===== src/rtl/display_pkg.sv =====
// display_pkg
// Shared definitions for the display memory subsystem.
//   buf_state_t   - ownership state of one frame buffer
//   idx_width()   - width of a buffer index for a given buffer count
//   BUFFERS_MIN/MAX - legal range of the frame buffer count
package display_pkg;

  localparam int BUFFERS_MIN = 2;
  localparam int BUFFERS_MAX = 4;

  typedef enum logic [1:0] {
    BUF_FREE    = 2'd0,
    BUF_WRITING = 2'd1,
    BUF_PENDING = 2'd2,
    BUF_SHOWING = 2'd3
  } buf_state_t;

  // A single buffer index is never narrower than one bit.
  function automatic int idx_width(input int n);
    return (n <= 2) ? 1 : $clog2(n);
  endfunction

endpackage


===== src/rtl/buffer_queue.sv =====
// buffer_queue
// FIFO of buffer indices holding the load order of pending frames.
// Ports:
//   clk, rst_n          - clock, asynchronous active-low reset
//   push, push_idx      - append an index at the tail
//   pop_head / pop_tail - remove the oldest / newest entry
//   flush               - discard every entry
//   head, tail          - oldest / newest entry (undefined when empty)
//   count               - number of entries held
// Pops and flush are applied before a same-cycle push, so a full queue
// can pop and push in the same cycle.
module buffer_queue #(
  parameter  int DEPTH = 1,
  parameter  int IDXW  = 1,
  localparam int CW    = $clog2(DEPTH + 1)
) (
  input  logic            clk,
  input  logic            rst_n,
  input  logic            push,
  input  logic [IDXW-1:0] push_idx,
  input  logic            pop_head,
  input  logic            pop_tail,
  input  logic            flush,
  output logic [IDXW-1:0] head,
  output logic [IDXW-1:0] tail,
  output logic [CW-1:0]   count
);

  logic [IDXW-1:0] entries   [DEPTH];
  logic [IDXW-1:0] entries_n [DEPTH];
  logic [CW-1:0]   count_n;

  always_comb begin
    entries_n = entries;
    count_n   = count;
    if (flush) begin
      count_n = '0;
    end else begin
      if (pop_head && (count_n != '0)) begin
        for (int i = 0; i < DEPTH - 1; i++) begin
          entries_n[i] = entries[i+1];
        end
        count_n = count_n - CW'(1);
      end
      if (pop_tail && (count_n != '0)) begin
        count_n = count_n - CW'(1);
      end
    end
    if (push && (count_n < CW'(DEPTH))) begin
      entries_n[count_n] = push_idx;
      count_n            = count_n + CW'(1);
    end
  end

  always_ff @(posedge clk or negedge rst_n) begin
    if (!rst_n) begin
      count <= '0;
      for (int i = 0; i < DEPTH; i++) begin
        entries[i] <= '0;
      end
    end else begin
      count   <= count_n;
      entries <= entries_n;
    end
  end

  assign head = entries[0];
  assign tail = (count == '0) ? entries[0] : entries[count - CW'(1)];

endmodule


===== src/rtl/frame_buffer_manager.sv =====
// frame_buffer_manager
// Allocates BUFFERS frame buffers between the SPI loader (writer) and the
// display driver (reader), promoting finished frames only at frame ends.
// Ports:
//   clk, rst_n        - clock, asynchronous active-low reset
//   frame_complete    - end-of-frame pulse from the display driver
//   loaded            - the frame in wbuf is fully written
//   ready, wbuf       - writer has buffer wbuf allocated
//   rbuf              - buffer the driver reads
//   valid             - a loaded frame has been shown since reset
//   pending           - number of frames waiting to be shown
//   frames_shown/dropped/repeated - saturating statistics
//   proto_err         - sticky: loaded seen while ready was low
module frame_buffer_manager
  import display_pkg::*;
#(
  parameter  int BUFFERS     = 2,
  parameter  int MODE_LATEST = 1,
  parameter  int COUNT_WIDTH = 16,
  localparam int IDXW        = idx_width(BUFFERS)
) (
  input  logic                   clk,
  input  logic                   rst_n,
  input  logic                   frame_complete,
  input  logic                   loaded,
  output logic                   ready,
  output logic [IDXW-1:0]        wbuf,
  output logic [IDXW-1:0]        rbuf,
  output logic                   valid,
  output logic [IDXW:0]          pending,
  output logic [COUNT_WIDTH-1:0] frames_shown,
  output logic [COUNT_WIDTH-1:0] frames_dropped,
  output logic [COUNT_WIDTH-1:0] frames_repeated,
  output logic                   proto_err
);

  localparam int QDEPTH = BUFFERS - 1;
  localparam int QCW    = $clog2(QDEPTH + 1);
  localparam bit LATEST = (MODE_LATEST != 0);

  // Reset release is retimed through two flops; state only advances once
  // the second flop is set, so events right after release are ignored.
  logic [1:0] rst_sync;
  logic       run;

  always_ff @(posedge clk or negedge rst_n) begin
    if (!rst_n) begin
      rst_sync <= '0;
    end else begin
      rst_sync <= {rst_sync[0], 1'b1};
    end
  end

  assign run = rst_sync[1];

  buf_state_t       st   [BUFFERS];
  buf_state_t       st_n [BUFFERS];
  logic [IDXW-1:0]  rbuf_n;
  logic [IDXW-1:0]  wbuf_n;
  logic             ready_n;
  logic [IDXW:0]    pend_n;
  logic [IDXW-1:0]  sel;
  logic [IDXW-1:0]  q_head;
  logic [IDXW-1:0]  q_tail;
  logic [QCW-1:0]   q_count;
  logic             q_push;
  logic             q_pop_head;
  logic             q_flush;
  logic             do_load;
  logic             do_fc;
  logic             swap;
  logic [IDXW:0]    eff_pend;

  // The frame loaded this cycle counts as pending for a same-cycle swap.
  assign do_load  = run & loaded & ready;
  assign do_fc    = run & frame_complete;
  assign eff_pend = (IDXW+1)'(q_count) + (IDXW+1)'(do_load);
  assign swap     = do_fc && (eff_pend != '0);

  // Pick the frame to present: the newest in latest mode, else the oldest.
  always_comb begin
    if (LATEST) begin
      sel = do_load ? wbuf : q_tail;
    end else begin
      sel = (q_count != '0) ? q_head : wbuf;
    end
  end

  // A frame that is both loaded and shown in the same cycle never needs
  // to enter the queue; latest mode empties the queue on every swap.
  always_comb begin
    q_flush    = swap && LATEST;
    q_pop_head = swap && !LATEST && (q_count != '0);
    q_push     = do_load && !(swap && (LATEST || (q_count == '0)));
  end

  buffer_queue #(
    .DEPTH (QDEPTH),
    .IDXW  (IDXW)
  ) u_queue (
    .clk      (clk),
    .rst_n    (rst_n),
    .push     (q_push),
    .push_idx (wbuf),
    .pop_head (q_pop_head),
    .pop_tail (1'b0),
    .flush    (q_flush),
    .head     (q_head),
    .tail     (q_tail),
    .count    (q_count)
  );

  // Buffer ownership update: load, then swap, then writer allocation, so
  // a buffer freed by the swap is immediately eligible for the writer.
  always_comb begin
    for (int i = 0; i < BUFFERS; i++) begin
      st_n[i] = st[i];
    end
    rbuf_n  = rbuf;
    wbuf_n  = wbuf;
    ready_n = ready;

    if (do_load) begin
      st_n[wbuf] = BUF_PENDING;
    end

    if (swap) begin
      st_n[rbuf] = BUF_FREE;
      if (LATEST) begin
        for (int i = 0; i < BUFFERS; i++) begin
          if (st_n[i] == BUF_PENDING) begin
            st_n[i] = BUF_FREE;
          end
        end
      end
      st_n[sel] = BUF_SHOWING;
      rbuf_n    = sel;
    end

    if (do_load || !ready) begin
      ready_n = 1'b0;
      for (int i = BUFFERS - 1; i >= 0; i--) begin
        if (st_n[i] == BUF_FREE) begin
          wbuf_n  = IDXW'(i);
          ready_n = 1'b1;
        end
      end
      if (ready_n) begin
        st_n[wbuf_n] = BUF_WRITING;
      end
    end

    pend_n = '0;
    for (int i = 0; i < BUFFERS; i++) begin
      if (st_n[i] == BUF_PENDING) begin
        pend_n = pend_n + (IDXW+1)'(1);
      end
    end
  end

  function automatic logic [COUNT_WIDTH-1:0] sat_add(
    input logic [COUNT_WIDTH-1:0] a,
    input logic [IDXW:0]          b
  );
    logic [COUNT_WIDTH:0] s;
    s = {1'b0, a} + (COUNT_WIDTH+1)'(b);
    return s[COUNT_WIDTH] ? '1 : s[COUNT_WIDTH-1:0];
  endfunction

  always_ff @(posedge clk or negedge rst_n) begin
    if (!rst_n) begin
      for (int i = 0; i < BUFFERS; i++) begin
        st[i] <= (i == 0) ? BUF_SHOWING : ((i == 1) ? BUF_WRITING : BUF_FREE);
      end
      rbuf            <= '0;
      wbuf            <= IDXW'(1);
      ready           <= 1'b1;
      valid           <= 1'b0;
      pending         <= '0;
      frames_shown    <= '0;
      frames_dropped  <= '0;
      frames_repeated <= '0;
      proto_err       <= 1'b0;
    end else if (run) begin
      st      <= st_n;
      rbuf    <= rbuf_n;
      wbuf    <= wbuf_n;
      ready   <= ready_n;
      pending <= pend_n;
      if (swap) begin
        frames_shown <= sat_add(frames_shown, (IDXW+1)'(1));
        valid        <= 1'b1;
      end
      if (swap && LATEST) begin
        frames_dropped <= sat_add(frames_dropped, eff_pend - (IDXW+1)'(1));
      end
      if (do_fc && !swap) begin
        frames_repeated <= sat_add(frames_repeated, (IDXW+1)'(1));
      end
      if (loaded && !ready) begin
        proto_err <= 1'b1;
      end
    end
  end

endmodule


===== config.mk =====
export PLATFORM = sky130hd
export DESIGN_NAME = frame_buffer_manager
export DESIGN_NICKNAME = d
export VERILOG_FILES = /design/src/rtl/display_pkg.sv /design/src/rtl/buffer_queue.sv /design/src/rtl/frame_buffer_manager.sv
export SDC_FILE = /design/constraint.sdc
export NUM_CORES = 1
export LEC_CHECK = 0
export CORE_UTILIZATION = 43
export DETAILED_ROUTE_END_ITERATION = 8
export PLACE_DENSITY_LB_ADDON = 0.05
export SYNTH_ARGS = -nofsm -noshare
export SYNTH_HDL_FRONTEND = slang
export SYNTH_SLANG_ARGS = --single-unit

===== constraint.sdc =====
create_clock -name clk -period 2.3 [get_ports clk]
set_input_delay 0.345 -clock clk [delete_from_list [all_inputs] [get_ports clk]]
set_output_delay 0.345 -clock clk [all_outputs]
set_load 0.03 [all_outputs]

==> impl_metrics.json, run 1 <==
{
  "status": "finished, final reports clean",
  "synthCells": 330,
  "routed_via_density": 5.19,
  "io_buffers": 58,
  "maxSlewViolCount": 0,
  "grt_max_degree": 28,
  "post_cts.repair.setup_buffers": 0,
  "dp_hpwl_um": 5100,
  "mappedNetlistNets": 342,
  "slew_headroom": 0.665,
  "cts_buffer_depth": 2,
  "die_w_um": 89.1,
  "fmax_mhz": 445,
  "cap_viol_max_count": 0,
  "synth_flop_cell": "dfrtp_1",
  "leakagePower_nw": 2.04,
  "synth.avg_cell_area_um2": 9.88,
  "cp.arrival_ns": 2.47,
  "p_int_mw": 2.69,
  "async_flop_share": 1.00,
  "clock_latency_ns": 0.34,
  "drt_iter0_markers": 59,
  "cp-start-kind": "input port",
  "core_mm2": 0.00729,
  "synth_edf_count": 0,
  "tightest_slew_ns": 0.502,
  "dp.cells": 510,
  "final-setup-viol-count": 0,
  "routed_wl_um": 6980,
  "grt_pass1_wl_um": 11700,
  "die_h_um": 89.1,
  "finalHoldViolCount": 0,
  "synthesis.area_mm2": 0.00326,
  "layout_commonest_cell": "dfrtp_1",
  "hp-class": "flip-flop to flip-flop",
  "wire_per_inst_um": 13.2,
  "dieArea_mm2": 0.00793,
  "cts-root-buf": "clkbuf_8",
  "grt_use_total": 0.193,
  "antenna_found_initial": 0,
  "switchingPower_mw": 1.60,
  "vias": 2733,
  "gp_congestion": 0.800,
  "cts_made_buffers": 9,
  "rows": 31,
  "routedLengthMet1_um": 3350,
  "syn_to_final_growth_pct": 35.7,
  "synth-seq-area-share": 0.486,
  "layout_common_cells": "58 x dfrtp_1, 57 x clkdlybuf4s50_1, 52 x nand2_1",
  "pwr-share-seq": 0.386,
  "sw_frac_of_total": 0.373,
  "power.share.clock": 0.234,
  "initial_core_util": 0.447,
  "htree_levels": 3,
  "cellPowerDensity_mw_per_mm2": 971,
  "wl_met2_um": 3330,
  "cp_max_fo": 4,
  "yosysWarningCount": 0,
  "peakVddDrop_v": 0.000656,
  "wl_met3_um": 229,
  "rrSetupSlack_ns": 0.06,
  "ant_nets": 0,
  "layout.nets": 435,
  "top_layer": "met4",
  "antenna_cells": 0,
  "total_power_mw": 4.29,
  "synth_cell_types": 55,
  "cts_tree": "done",
  "pwr-share-comb": 0.381,
  "skew_ns": 0.00887,
  "grt_pass1_vias": 2579,
  "path_clk_slew_ns": 0.07,
  "required_ns": 2.52,
  "cp-end-kind": "flip-flop",
  "numClockSinks": 63,
  "min_period_over_period": 0.977,
  "drive_gt1_frac": 0.194,
  "overflow": 0,
  "dr.pass1.iters": 6,
  "ioPinCount": 59,
  "ys_seq_elements": 63,
  "worstSetupPathType": "input port to flip-flop",
  "rsz0062_at_grt": "true",
  "fin_crit_ns": 2.25,
  "num-fill-cells": 668,
  "drc_errors": 0,
  "final-instance-count-excl-fill": 527
}
[worst max-delay path, stage by stage]
cell and delay, ns:
clkdlybuf4s50_1 0.53, nand3_4 0.12, ha_1 0.28, inv_1 0.04, ha_1 0.20, fa_2 0.38
nand4_4 0.14, buf_4 0.13, nor2_1 0.05, xnor2_1 0.16, nand2_1 0.08
[routing by layer]
metal / global-route usage / up-vias
met5: 0 / -
li1: - / 1355
met3: 0.0342 / 9
met2: 0.311 / 48
met4: 0.0924 / 0
met1: 0.254 / 1321
[power by group through the flow]
stage / clock (mW) / combinational [mW] / sequential [mW]
5_1_grt: 1.08 / 1.79 / 1.69
2_1_floorplan: 0 / 0.709 / 1.97
3_5_place_dp: 0 / 1.64 / 1.67
4_1_cts: 1.04 / 1.65 / 1.66
6_report: 1.00 / 1.63 / 1.65
3_3_place_gp: 0 / 1.62 / 1.67
[registers in the layout, summed over array words and instances (netlist names), 2 cells and up]
name,flops
frames_dropped,16
pending,2
frames_shown,16
st,4
frames_repeated,16
rst_sync,2
[stage by stage]
| step | util | hold slack (ns) | setup WS, ns | setup TNS, ns | instance area (um2) |
|---|---|---|---|---|---|
| after floorplan | - | 0.0494 | 0.0147 | 0 | 3310 |
| final | 0.606 | 0.363 | 0.0534 | 0 | 4420 |
| after global placement | 0.575 | 0.337 | -0.221 | -3.52 | 4190 |
| after CTS | 0.605 | 0.363 | 0.0602 | 0 | 4410 |
| after detailed placement | 0.575 | 0.338 | -0.294 | -4.28 | 4190 |
| after global routing | 0.606 | 0.385 | -0.00715 | -0.00715 | 4420 |
[kinds of logic (layout without fill, tap and decap cells)]
logic type                 after synthesis  count (layout)  synth area share
and+or+nand+nor                        149             149             0.248
DFF                                     63              63             0.486
AOI/OAI and AO/OA                       60              60             0.116
xor gates and xnor gates                23              23            0.0618
buffers and inverters                   18             116            0.0269
adders and majority gates                8               8            0.0330
muxes                                    8               8            0.0273
other                                    1               1           0.00115
[cells in the mapped netlist (all sizes together), types with 2 or more instances]
| master | n | area share |
|---|---|---|
| a21oi | 21 | 0.033 |
| a221o | 2 | 0.0061 |
| a311oi | 2 | 0.0054 |
| a31oi | 9 | 0.019 |
| a41oi | 2 | 0.0054 |
| and3 | 15 | 0.029 |
| and4 | 6 | 0.017 |
| buf | 7 | 0.014 |
| clkbuf | 2 | 0.0023 |
| dfrtp | 58 | 0.45 |
| dfstp | 5 | 0.040 |
| ha | 7 | 0.027 |
| inv | 9 | 0.010 |
| mux2 | 7 | 0.024 |
| nand2 | 52 | 0.060 |
| nand2b | 5 | 0.0096 |
| nand3 | 20 | 0.036 |
| nand3b | 2 | 0.0046 |
| nand4 | 8 | 0.020 |
| nor2 | 25 | 0.030 |
| nor2b | 3 | 0.0058 |
| nor3 | 6 | 0.017 |
| o21ai | 16 | 0.026 |
| or2 | 2 | 0.0038 |
| xnor2 | 11 | 0.030 |
| xor2 | 12 | 0.032 |
[worst paths after layout]
kind                              from            endpoint  depth (start not counted)
min reg2reg                rst_sync[0]         rst_sync[1]                          0
min                        rst_sync[0]         rst_sync[1]                          0
max reg2reg                      ready   frames_dropped[6]                         10
max                             loaded   frames_dropped[6]                         11
min in group asynchronous        rst_n  frames_repeated[9]                          2
max in group asynchronous        rst_n   frames_dropped[6]                          3
[what timing repair did]
item | CTS | global route
endpoints found under the hold margin | 17 | 0
endpoints found under the setup margin | 0 | 2
hold buffers | 1 | 0
resized for setup | 0 | 2
[area by class of cell]
type / count / area, um2 / share of cell area
clock buffers: 13 / 169 / 0.0382
clock inverters: 3 / 40.0 / 0.00905
inverters: 9 / 33.8 / 0.00764
multi-input cells: 249 / 1630 / 0.370
flip-flops and latches: 63 / 1580 / 0.358
well taps: 99 / 124 / 0.0280
repair buffers: 91 / 838 / 0.190
(Power assumes the default switching activity.)
==> run 2: changes to the inputs <==
CORE_MARGIN = 2   (was default)
RECOVER_POWER = 50   (was default)
SETUP_SLACK_MARGIN = 0.05   (was default)
==> run 2 against run 1 <==
Net effect:
- via count is 0.73% lower
- critical path depth is 1 lower
- utilization is 0.67 points lower
- sequential share of layout area is 0.40 points higher
- critical endpoint is now frames_dropped[13]
- critical path type is now flip-flop to flip-flop
- cell count is 0.76% lower
- largest cell class unchanged
- global-route usage is 0.67 points lower
- maximum frequency is 4.2% higher
==> impl_metrics.json, run 2 (synthesis gave the netlist of run 1 again) <==
{
  "pwr-share-seq": 0.385,
  "ioPinCount": 59,
  "whs_ns": 0.338,
  "dpl_worst_slack_ns": -0.283,
  "tightest_slew_ns": 1.47,
  "antenna_cells": 0,
  "path_clk_slew_ns": 0.08,
  "ant_nets": 0,
  "reg_top3": "frames_dropped (16), frames_repeated (16), frames_shown (16)",
  "cts_buffer_depth": 2,
  "layout_commonest_cell": "dfrtp_1",
  "rsz0062_at_grt": "true",
  "required_ns": 2.56,
  "overflow": 0,
  "rows": 31,
  "timing.final.ws_setup_ns": 0.143,
  "finalHoldViolCount": 0,
  "routed_via_density": 5.19,
  "fmax_mhz": 464,
  "hp-class": "input port to asynchronous set/reset pin",
  "die_w_um": 91.1,
  "dr.pass1.iters": 4,
  "peakVddDrop_v": 0.000610,
  "pwr-share-comb": 0.372,
  "cap_viol_max_count": 0,
  "numClockSinks": 63,
  "grt_pass1_wl_um": 12500,
  "gp_congestion": 0.851,
  "io_buffers": 58,
  "wl_met3_um": 283,
  "switchingPower_mw": 1.60,
  "cts_made_buffers": 9,
  "cellPowerDensity_mw_per_mm2": 987,
  "cts-root-buf": "clkbuf_8",
  "wire_per_inst_um": 13.7,
  "num-fill-cells": 658,
  "rrSetupSlack_ns": 0.14,
  "p_int_mw": 2.71,
  "htree_levels": 3,
  "cp-end-kind": "flip-flop",
  "skew_ns": 0.0121,
  "drt_iter0_markers": 86,
  "grt_max_degree": 29,
  "cp_max_fo": 3,
  "maxSlewViolCount": 0,
  "dp_hpwl_um": 5240,
  "final-setup-viol-count": 0,
  "cp.arrival_ns": 2.42,
  "drc_errors": 0,
  "routedLengthMet1_um": 3430,
  "fin_crit_ns": 2.16,
  "routed_wl_um": 7150,
  "top_layer": "met4",
  "post_cts.repair.setup_buffers": 0,
  "antenna_found_initial": 0,
  "die_h_um": 91.1,
  "final_core_util": 0.600,
  "core_mm2": 0.00729,
  "grt_pass1_vias": 2596,
  "cts_tree": "done",
  "sw_frac_of_total": 0.372,
  "grt_use_total": 0.187,
  "power.share.clock": 0.244,
  "wl_met2_um": 3300,
  "dieArea_mm2": 0.00829,
  "slew_headroom": 0.0192,
  "layout.nets": 432,
  "cp-start-kind": "flip-flop",
  "leakagePower_nw": 2.05,
  "layout_common_cells": "58 x dfrtp_1, 52 x nand2_1, 40 x clkdlybuf4s50_1",
  "clock_latency_ns": 0.34,
  "status": "finished, final reports clean",
  "min_period_over_period": 0.938,
  "vias": 2713,
  "syn_to_final_growth_pct": 34.2,
  "worstSetupPathType": "flip-flop to flip-flop",
  "r2r_cells": 10,
  "drive_gt1_frac": 0.182,
  "initial_core_util": 0.447
}
-- run 2: cell types whose count changed in the layout (fill, tap and decap cells not counted), sizes merged --
cell,delta
dlygate4sd3,+16
buf,-7
clkbuf,+3
clkdlybuf4s50,-17
bufinv,+1
-- run 2: path summary, 6_finish.rpt --
check / endpoint / startpoint
setup / recovery: frames_dropped[13] / ready
hold / removal: frames_repeated[13] / rst_n
setup reg to reg: frames_dropped[13] / ready
hold reg to reg: rst_sync[1] / rst_sync[0]
max in group asynchronous: frames_dropped[9] / rst_n
min in group clk: rst_sync[1] / rst_sync[0]
-- run 2: layer usage --
metal	vias to the layer above	global-route usage
li1	1345	-
met1	1296	0.260
met2	62	0.286
met3	10	0.0349
met4	0	0.0795
met5	-	0
-- run 2: worst max-delay path, cell delays in order, from the launching register on --
cell and delay [ns]:
dfstp_2 0.55, nand3_4 0.10, ha_1 0.29, inv_1 0.06, ha_2 0.18, a21oi_1 0.08
nand4b_2 0.26, nor3_2 0.22, buf_4 0.16, nor2_1 0.03, a31oi_1 0.15
-- run 2: what timing repair did --
| item | in CTS | in global routing |
|---|---|---|
| hold buffers | 0 | 0 |
| pin swaps | 0 | 1 |
| gates resized for setup | 1 | 2 |
| endpoints found under the setup margin | 1 | 11 |
-- run 2: power by group through the flow --
| stage | clock network [mW] | registers [mW] | logic [mW] |
|---|---|---|---|
| after CTS | 1.08 | 1.66 | 1.64 |
| after floorplan | 0 | 1.97 | 0.711 |
| after detailed placement | 0 | 1.67 | 1.64 |
| after global placement | 0 | 1.68 | 1.62 |
| final | 1.05 | 1.66 | 1.60 |
| after global routing | 1.14 | 1.71 | 1.75 |
-- run 2: metrics by stage --
| step | instances | instance area [um2] | TNS [ns] | total power, mW |
|---|---|---|---|---|
| 5_1_grt | 523 | 4370 | 0 | 4.60 |
| 2_1_floorplan | 330 | 3310 | 0 | 2.68 |
| 4_1_cts | 523 | 4410 | 0 | 4.38 |
| 3_3_place_gp | 508 | 4190 | -3.45 | 3.30 |
| 6_report | 523 | 4370 | 0 | 4.32 |
| 3_5_place_dp | 508 | 4190 | -4.34 | 3.31 |
-- run 2: cell type report --
cell class,instances,area [um2],area share
clock buffers,11,141,0.0323
repair buffers,88,800,0.183
well taps,99,124,0.0283
inverters,9,33.8,0.00773
flip-flops and latches,63,1580,0.362
clock inverters,4,70.1,0.0160
multi-input cells,249,1620,0.371
==> run 3: changes to the inputs <==
CTS_CLUSTER_SIZE = 16   (was default)
==> results of run 3 <==
No change in the layout: final DEF, timing and power equal those of run 2.
